File: src/rtl/spi_burst_fsm.sv
`default_nettype none
// ============================================================================
// Module   : spi_burst_fsm
// Purpose  : Transaction sequencer between the SPI input conditioners and the
//            data memory / shift register / address latch. Decodes a header
//            of ADDR_BITS address bits followed by an R/W bit. It then moves
//            one data word or, with BURST_EN, consecutive words at
//            auto-incremented addresses while cs_n stays low.
// Ports    : clk          - system clock, rising edge
//            reset        - asynchronous active-high reset
//            sclk_posedge - one-clk pulse per conditioned SCLK rising edge
//            cs_n         - conditioned chip select, active low
//            rw_bit       - shift-register bit 0 (1 = read, 0 = write)
//            miso_bufe    - MISO tri-state buffer enable
//            dm_we        - data memory write strobe
//            addr_we      - address latch load strobe
//            sr_we        - shift register parallel load strobe
//            addr_inc     - address latch increment strobe
//            busy         - high in every state except IDLE
//            word_cnt     - words completed this transaction (saturating)
// Revision : 1.0 - initial release
// ============================================================================
module spi_burst_fsm #(
    parameter int ADDR_BITS = 7,
    parameter int DATA_BITS = 8,
    parameter int BURST_EN  = 1,
    parameter int MAX_BURST = 0,
    parameter int CNT_W     = 8
) (
    input  logic             clk,
    input  logic             reset,
    input  logic             sclk_posedge,
    input  logic             cs_n,
    input  logic             rw_bit,
    output logic             miso_bufe,
    output logic             dm_we,
    output logic             addr_we,
    output logic             sr_we,
    output logic             addr_inc,
    output logic             busy,
    output logic [CNT_W-1:0] word_cnt
);

    // The bit counter must reach the longer of the header and a data word.
    localparam int c_CNT_MAX = ((ADDR_BITS + 1) > DATA_BITS) ? (ADDR_BITS + 1) : DATA_BITS;
    localparam int c_BW      = $clog2(c_CNT_MAX + 1);

    localparam logic [c_BW-1:0]  c_HDR_LEN   = c_BW'(ADDR_BITS + 1);
    localparam logic [c_BW-1:0]  c_DATA_LEN  = c_BW'(DATA_BITS);
    localparam logic [CNT_W:0]   c_MAX_BURST = (CNT_W + 1)'(MAX_BURST);

    typedef enum logic [3:0] {
        S_IDLE         = 4'd0,
        S_GET_HDR      = 4'd1,
        S_GOT_HDR      = 4'd2,
        S_READ_LOAD    = 4'd3,
        S_READ_SHIFT   = 4'd4,
        S_WRITE_GET    = 4'd5,
        S_WRITE_COMMIT = 4'd6,
        S_WORD_END     = 4'd7,
        S_DONE         = 4'd8
    } state_t;

    state_t             state_q, state_d;
    logic [c_BW-1:0]    bit_cnt_q, bit_cnt_d;
    logic [CNT_W-1:0]   word_cnt_q, word_cnt_d;
    logic               is_read_q, is_read_d;

    // Registered Moore flags; strobes are additionally gated by ~cs_n below.
    logic               busy_q, miso_q, dm_we_q, addr_we_q, sr_we_q, addr_inc_q;

    logic [c_BW-1:0]    w_bit_inc;
    logic [CNT_W-1:0]   w_wc_next;
    logic               w_more;

    assign w_bit_inc = bit_cnt_q + c_BW'(1);
    assign w_wc_next = (&word_cnt_q) ? word_cnt_q : (word_cnt_q + CNT_W'(1));

    // word_cnt_q holds the pre-increment count both on the way into
    // WORD_END and while in it, so this decides the burst continuation
    // for the word just completed in either place.
    assign w_more = (BURST_EN != 0) &&
                    ((MAX_BURST == 0) || ({1'b0, w_wc_next} < c_MAX_BURST));

    always_comb begin
        state_d    = state_q;
        bit_cnt_d  = bit_cnt_q;
        word_cnt_d = word_cnt_q;
        is_read_d  = is_read_q;

        if ((state_q != S_IDLE) && cs_n) begin
            // Deselect aborts from any state; a partial word is dropped.
            state_d = S_IDLE;
        end else begin
            case (state_q)
                S_IDLE: begin
                    if (!cs_n) begin
                        state_d    = S_GET_HDR;
                        bit_cnt_d  = '0;
                        word_cnt_d = '0;
                    end
                end
                S_GET_HDR: begin
                    if (sclk_posedge) begin
                        if (w_bit_inc == c_HDR_LEN) begin
                            state_d   = S_GOT_HDR;
                            bit_cnt_d = '0;
                        end else begin
                            bit_cnt_d = w_bit_inc;
                        end
                    end
                end
                S_GOT_HDR: begin
                    is_read_d = rw_bit;
                    bit_cnt_d = '0;
                    state_d   = rw_bit ? S_READ_LOAD : S_WRITE_GET;
                end
                S_READ_LOAD: begin
                    bit_cnt_d = '0;
                    state_d   = S_READ_SHIFT;
                end
                S_READ_SHIFT: begin
                    if (sclk_posedge) begin
                        if (w_bit_inc == c_DATA_LEN) begin
                            state_d   = S_WORD_END;
                            bit_cnt_d = '0;
                        end else begin
                            bit_cnt_d = w_bit_inc;
                        end
                    end
                end
                S_WRITE_GET: begin
                    if (sclk_posedge) begin
                        if (w_bit_inc == c_DATA_LEN) begin
                            state_d   = S_WRITE_COMMIT;
                            bit_cnt_d = '0;
                        end else begin
                            bit_cnt_d = w_bit_inc;
                        end
                    end
                end
                S_WRITE_COMMIT: begin
                    state_d = S_WORD_END;
                end
                S_WORD_END: begin
                    word_cnt_d = w_wc_next;
                    bit_cnt_d  = '0;
                    if (w_more) begin
                        state_d = is_read_q ? S_READ_LOAD : S_WRITE_GET;
                    end else begin
                        state_d = S_DONE;
                    end
                end
                S_DONE: begin
                    state_d = S_DONE;
                end
                default: begin
                    state_d = S_IDLE;
                end
            endcase
        end
    end

    always_ff @(posedge clk or posedge reset) begin
        if (reset) begin
            state_q    <= S_IDLE;
            bit_cnt_q  <= '0;
            word_cnt_q <= '0;
            is_read_q  <= 1'b0;
            busy_q     <= 1'b0;
            miso_q     <= 1'b0;
            dm_we_q    <= 1'b0;
            addr_we_q  <= 1'b0;
            sr_we_q    <= 1'b0;
            addr_inc_q <= 1'b0;
        end else begin
            state_q    <= state_d;
            bit_cnt_q  <= bit_cnt_d;
            word_cnt_q <= word_cnt_d;
            is_read_q  <= is_read_d;
            // Output flags decoded from the next state so they line up
            // exactly with the state they belong to.
            busy_q     <= (state_d != S_IDLE);
            miso_q     <= (state_d == S_READ_SHIFT);
            dm_we_q    <= (state_d == S_WRITE_COMMIT);
            addr_we_q  <= (state_d == S_GOT_HDR);
            sr_we_q    <= (state_d == S_READ_LOAD);
            addr_inc_q <= (state_d == S_WORD_END) && w_more;
        end
    end

    assign busy      = busy_q;
    assign miso_bufe = miso_q;
    assign dm_we     = dm_we_q    & ~cs_n;
    assign addr_we   = addr_we_q  & ~cs_n;
    assign sr_we     = sr_we_q    & ~cs_n;
    assign addr_inc  = addr_inc_q & ~cs_n;
    assign word_cnt  = word_cnt_q;

endmodule
`default_nettype wire

File: config.mk
export PLATFORM = sky130hd
export DESIGN_NAME = spi_burst_fsm
export DESIGN_NICKNAME = d
export VERILOG_FILES = /design/src/rtl/spi_burst_fsm.sv
export SDC_FILE = /design/constraint.sdc
export NUM_CORES = 1
export LEC_CHECK = 0
export CAP_MARGIN = 20
export CORE_MARGIN = 5
export CORE_UTILIZATION = 52
export DETAILED_ROUTE_END_ITERATION = 10
export GPL_ROUTABILITY_DRIVEN = 0
export PLACE_DENSITY = 0.75
export SLEW_MARGIN = 40
export SYNTH_ARGS = -nofsm -noshare
export SYNTH_HDL_FRONTEND = slang
export SYNTH_SLANG_ARGS = --single-unit
File: constraint.sdc
create_clock -name clk -period 2.4 [get_ports clk]
set_input_delay 0.24 -clock clk [delete_from_list [all_inputs] [get_ports clk]]
set_output_delay 0.24 -clock clk [all_outputs]
set_load 0.01 [all_outputs]
---- After elaboration in Yosys (flattened, before gate mapping) ----
Cells that the tools add are included.
operators by class
  reductions and logical operators ........ 12
  equality and inequality tests ........... 17
  bitwise operators ....................... 6
  mux-type cells .......................... 18
  $add $sub $neg .......................... 2
operator list
  kind                                                                      number
  4-bit two-way mux                                                         11
  4-bit case mux with 9 select lines                                        1
  4-bit by 3-bit equality test with 1-bit output (second input constant)    7
  4-bit by 2-bit equality test with 1-bit output (second input constant)    4
  8-bit two-way mux                                                         2
  8-bit case mux with 2 select lines                                        1
  4-bit case mux with 3 select lines                                        1
  8-bit by 1-bit adder with 8-bit output (second input constant)            1
  4-bit equality test (second input constant)                               2
  4-bit AND reduction                                                       2
  8-bit AND reduction                                                       1
  4-bit nonzero test                                                        2
  3-bit two-way mux                                                         2
  3-bit OR reduction                                                        2
  4-bit by 1-bit adder with 4-bit output (second input constant)            1
  1-bit AND                                                                 4
  4-bit by 1-bit equality test with 1-bit output (second input constant)    1
  4-bit logical NOT                                                         1
  2-bit inequality test (second input constant)                             2
  3-bit nonzero test                                                        1
  2-bit by 1-bit inequality test with 1-bit output (second input constant)  1
  1-bit NOT                                                                 2
  2-bit AND reduction                                                       1
  2-bit nonzero test                                                        1
  1-bit logical AND                                                         1
storage, ports and cells
  logic and storage cells ................. 65
  register bits ........................... 23
  output and inout port bits .............. 14
  input port bits ......................... 5

---- Logic depth before layout (Yosys ltp) ----
  word-level depth ........................ 7
  depth in mapped cells ................... 7
  gate-level depth less buffers ........... 6

---- Worst setup path before layout ----
Ideal clock, no wire load.
  kind .................................... register to register
  from .................................... reg word_cnt_q[0], in the netlist word_cnt[0]
  to ...................................... reg word_cnt_q[7], in the netlist word_cnt[7]
  setup time .............................. 0.126 ns
  stages on the path, launching flop included .. 8
  clock period less this slack ............ 1.860 ns
  arrival time ............................ 1.733 ns
  required time ........................... 2.274 ns
  setup slack ............................. 0.540 ns
  path buffers ............................ 1
  path through ............................ dfrtp_1 ha_1 and2_1 a311o_1 buf_2 nor3_1 xnor2_1 nor2_1
between the ends
  word-level cells in the longest chain between the ends .. 3
  elaborated cells between the ends (all ways) .. 6
  those cells by class .................... add/sub: 1; eq/ne: 1; mux: 2; reduce/logical: 2
ends and longest elaborated chain
  element                                                                        RTL line  RTL
  start: declaration                                                             66        logic [CNT_W-1:0] word_cnt_q, word_cnt_d;
  start signal: assignment                                                       179       word_cnt_q <= word_cnt_d;
  8-bit by 1-bit adder with 8-bit output or 8-bit AND reduction (tied branches)  77        assign w_wc_next = (&word_cnt_q) ? word_cnt_q : (word_cnt_q + CNT_W'(1));
  8-bit two-way mux or 2-bit inequality test (tied branches)                     n/a
  8-bit case mux with 2 select lines or 4-bit AND reduction (tied branches)      n/a
Several ways; a longest one is shown, not always the timed one. The select of a mux whose other input is x is not followed.
A chain may end at the register's enable or synchronous reset.

---- Final worst setup path ----
  from .................................... reg word_cnt_q[0], in the netlist word_cnt[0]
  to ...................................... reg word_cnt_q[6], in the netlist word_cnt[6]
Same word-level chain as after synthesis.

==> flow_metrics.py <==
metrics = {
    "placed_design": {
        "hpwl_um": 1880,
        "portBuffers": 18,
        "dp_slack_ns": 0.415,
    },
    "cts": {
        "cts_made_buffers": 3,
        "cts_tree": "yes",
        "h-tree-depth": 1,
        "root_buffer": "clkbuf_4",
        "clk_latency_ns": 0.30,
        "hold_buffers": 0,
        "clkTransAtPathRegs_ns": 0.12,
        "cts_resized": 0,
        "clock_path_buffers": 2,
        "cts_sinks": 23,
        "cts_setup_buffers": 0,
    },
    "critical_path": {
        "critical-path-top-delay-family": "compound AO/OA/AOI/OAI gates",
        "worstPathArrival_ns": 2.18,
        "required_ns": 2.64,
        "cp_cell_sequence": "ha_1 > and2_1 > a311o_1 > or3_1 > a21oi_1",
        "worstSetupPathType": "register to register",
        "path_max_fanout": 11,
        "startpoint_type": "register",
        "critPathSlowestCell": "a311o_1",
        "cp.buffers_inverters": 0,
        "critPathMaxStageDelay_ns": 0.48,
        "worstSetupEndpointType": "register",
    },
    "global_routing": {
        "track_usage_pct": 15.5,
        "overflow": 0,
        "antenna_found_initial": 0,
        "grt_pass1_wl_um": 4160,
        "grt_max_degree": 24,
        "grt_pass1_vias": 932,
    },
    "synth": {
        "synth_edf_count": 0,
        "synth_seq_cells": 23,
        "netlist_instances": 130,
        "synth.area.top_cells": "dfrtp_1 46%, nor2b_1 3.5%, o21ai_0 3.2%, nand2_1 3.0%, nor2_1 2.7%",
        "synthAdderAreaFrac_pct": 2.01,
        "ys_seq_area_share_pct": 46.3,
        "synth_common_cells": "23 x dfrtp_1, 10 x nand2_1, 9 x nor2_1",
        "synth_compound_area_share_pct": 17.9,
        "synth_nets": 137,
        "yosys.cell_count.top_type": "dfrtp_1",
        "syn_area_per_cell_um2": 9.57,
        "synthesis.area_um2": 1240,
        "synth.distinct_cells": 44,
        "yosysWarnings": 0,
        "yosys_most_used_dff": "dfrtp_1",
        "synth.area.mux_share_pct": 1.71,
        "async_reset_ff_share_pct": 100,
        "synth_top_family_by_area": "simple AND/OR/NAND/NOR gates",
        "synthDominantCellAreaShare_pct": 46.3,
        "synthXorXnorAreaFrac_pct": 0.704,
        "yosysTopAreaCell": "dfrtp_1",
        "synth_simple_gate_area_share_pct": 27.5,
    },
    "layout": {
        "syn2layout_area_growth_pct": 17.7,
        "fin_nets": 155,
        "diodes": 0,
        "drive_gt1_share_pct": 9.52,
    },
    "floorplan": {
        "io-pin-count": 19,
        "start_util_pct": 55.2,
        "die-area_um2": 3470,
        "die_x_um": 58.9,
        "core_area_um2": 2250,
        "rows": 17,
        "chipHeight_um": 58.9,
    },
    "timing": {
        "finClkSkew_ns": 0.00103,
        "hold_violations": 0,
        "drv_slew": 0,
        "worst_slew_pin_slew_ns": 0.537,
        "setup_slack_ns": 0.453,
        "max_freq_mhz": 514,
        "fin_setup_tns_ns": 0,
        "slew_headroom_pct": 63.9,
        "fin_crit_sh_pct": 81.1,
        "rsz0062_at_grt": "no",
        "period_needed_ns": 1.95,
        "finalSetupViolations": 0,
        "whs_ns": 0.243,
    },
    "route": {
        "route.detailed.drc": 0,
        "drt_iter0_markers": 31,
        "num_vias": 996,
        "ant_nets": 0,
        "wl_per_cell_um": 13.9,
        "drtPass1Iterations": 4,
        "drt-total-wl_um": 2430,
        "via_per_inst": 5.69,
    },
    "power": {
        "power.switching_uw": 313,
        "p_clk_share_pct": 18.8,
        "leakage_uw": 0.000627,
        "ir_drop_mv": 0.459,
        "power_density_nw_per_um2": 633,
        "p_int_uw": 613,
        "comb_power_share_pct": 27.7,
        "pwr-share-seq_pct": 53.4,
        "switching_share_pct": 33.8,
        "power_uw": 927,
    },
    "flow_run": {
        "maxCapViolCount": 0,
    },
    "worst_hold_path": {
        "hold_class": "input pin to asynchronous set/reset pin",
    },
    "status": {
        "status": "finished, final reports clean",
    },
}
[cells in the final DEF, fill, tap and decap left out, drive strengths merged, types with 2 or more instances in the layout]
cell / count
inv: 3
dfrtp: 23
buf: 2
o31ai: 3
a31oi: 4
nor2b: 7
and2: 4
clkdlybuf4s50: 18
a21boi: 2
o21ai: 11
ha: 2
clkbuf: 3
nor4b: 2
and3: 2
a21oi: 6
nand3: 2
nand4b: 2
nand4: 2
or3: 4
nor3b: 4
nand2b: 3
nor3: 4
nor2: 9
nand2: 10
[path summary, 6_finish.rpt]
check                           cells after the start            to        start  slack [ns]
worst max-delay path                                5   word_cnt[6]  word_cnt[0]        0.45
worst min-delay path                                2  bit_cnt_q[0]        reset        0.24
worst max register to register                      5   word_cnt[6]  word_cnt[0]        0.45
worst min register to register                      1     is_read_q    is_read_q        0.54
max in group asynchronous                           2  bit_cnt_q[2]        reset        1.84
min in group clk                                    1     is_read_q    is_read_q        0.54
[cell families (layout without fill, tap and decap cells)]
family | Yosys count | after routing
fa+ha+maj | 2 | 2
mux | 2 | 2
simple gates | 58 | 58
xor+xnor | 1 | 1
flops | 23 | 23
compound gates | 34 | 34
buf+inv | 10 | 27
[metrics by stage]
stage | instance area (um2) | std cells | util (%)
2_1_floorplan | 1240 | 130 | -
3_3_place_gp | 1440 | 171 | 63.7
3_5_place_dp | 1440 | 171 | 63.7
4_1_cts | 1460 | 175 | 64.9
5_1_grt | 1460 | 175 | 64.9
6_report | 1460 | 175 | 64.9
[power by group through the flow]
| stage | clock, uW | combinational, uW | sequential, uW |
|---|---|---|---|
| 2_1_floorplan | 0 | 232 | 471 |
| 3_3_place_gp | 0 | 245 | 496 |
| 3_5_place_dp | 0 | 257 | 501 |
| 4_1_cts | 183 | 257 | 493 |
| 5_1_grt | 198 | 284 | 507 |
| 6_report | 175 | 257 | 495 |
[layout make-up]
| class | count | area, um2 |
|---|---|---|
| fill | 204 | 791 |
| multi-input combinational | 97 | 619 |
| sequential | 23 | 576 |
| timing repair buffer | 20 | 195 |
| tap | 28 | 35.0 |
| clock buffer | 3 | 22.5 |
| inverter | 3 | 11.3 |
| clock inverter | 1 | 5.00 |
[per-layer routing]
layer / routed length (um) / vias up / part of all wire [%] / GRT usage [%]
met5: 0 / - / 0 / 0
met4: 14 / 0 / 0.58 / 5.83
met3: 119 / 2 / 4.9 / 2.63
met2: 1200 / 23 / 49 / 25.9
met1: 1100 / 463 / 45 / 20.0
li1: - / 508 / - / -
[flip-flops by register name (all words and copies together) (netlist names)]
name	cells
is_read_q	1
bit_cnt_q	4
busy	1
miso_bufe	1
dm_we_q	1
addr_inc_q	1
sr_we_q	1
word_cnt	8
state_q	4
addr_we_q	1
Power figures use the tool's default switching activity.
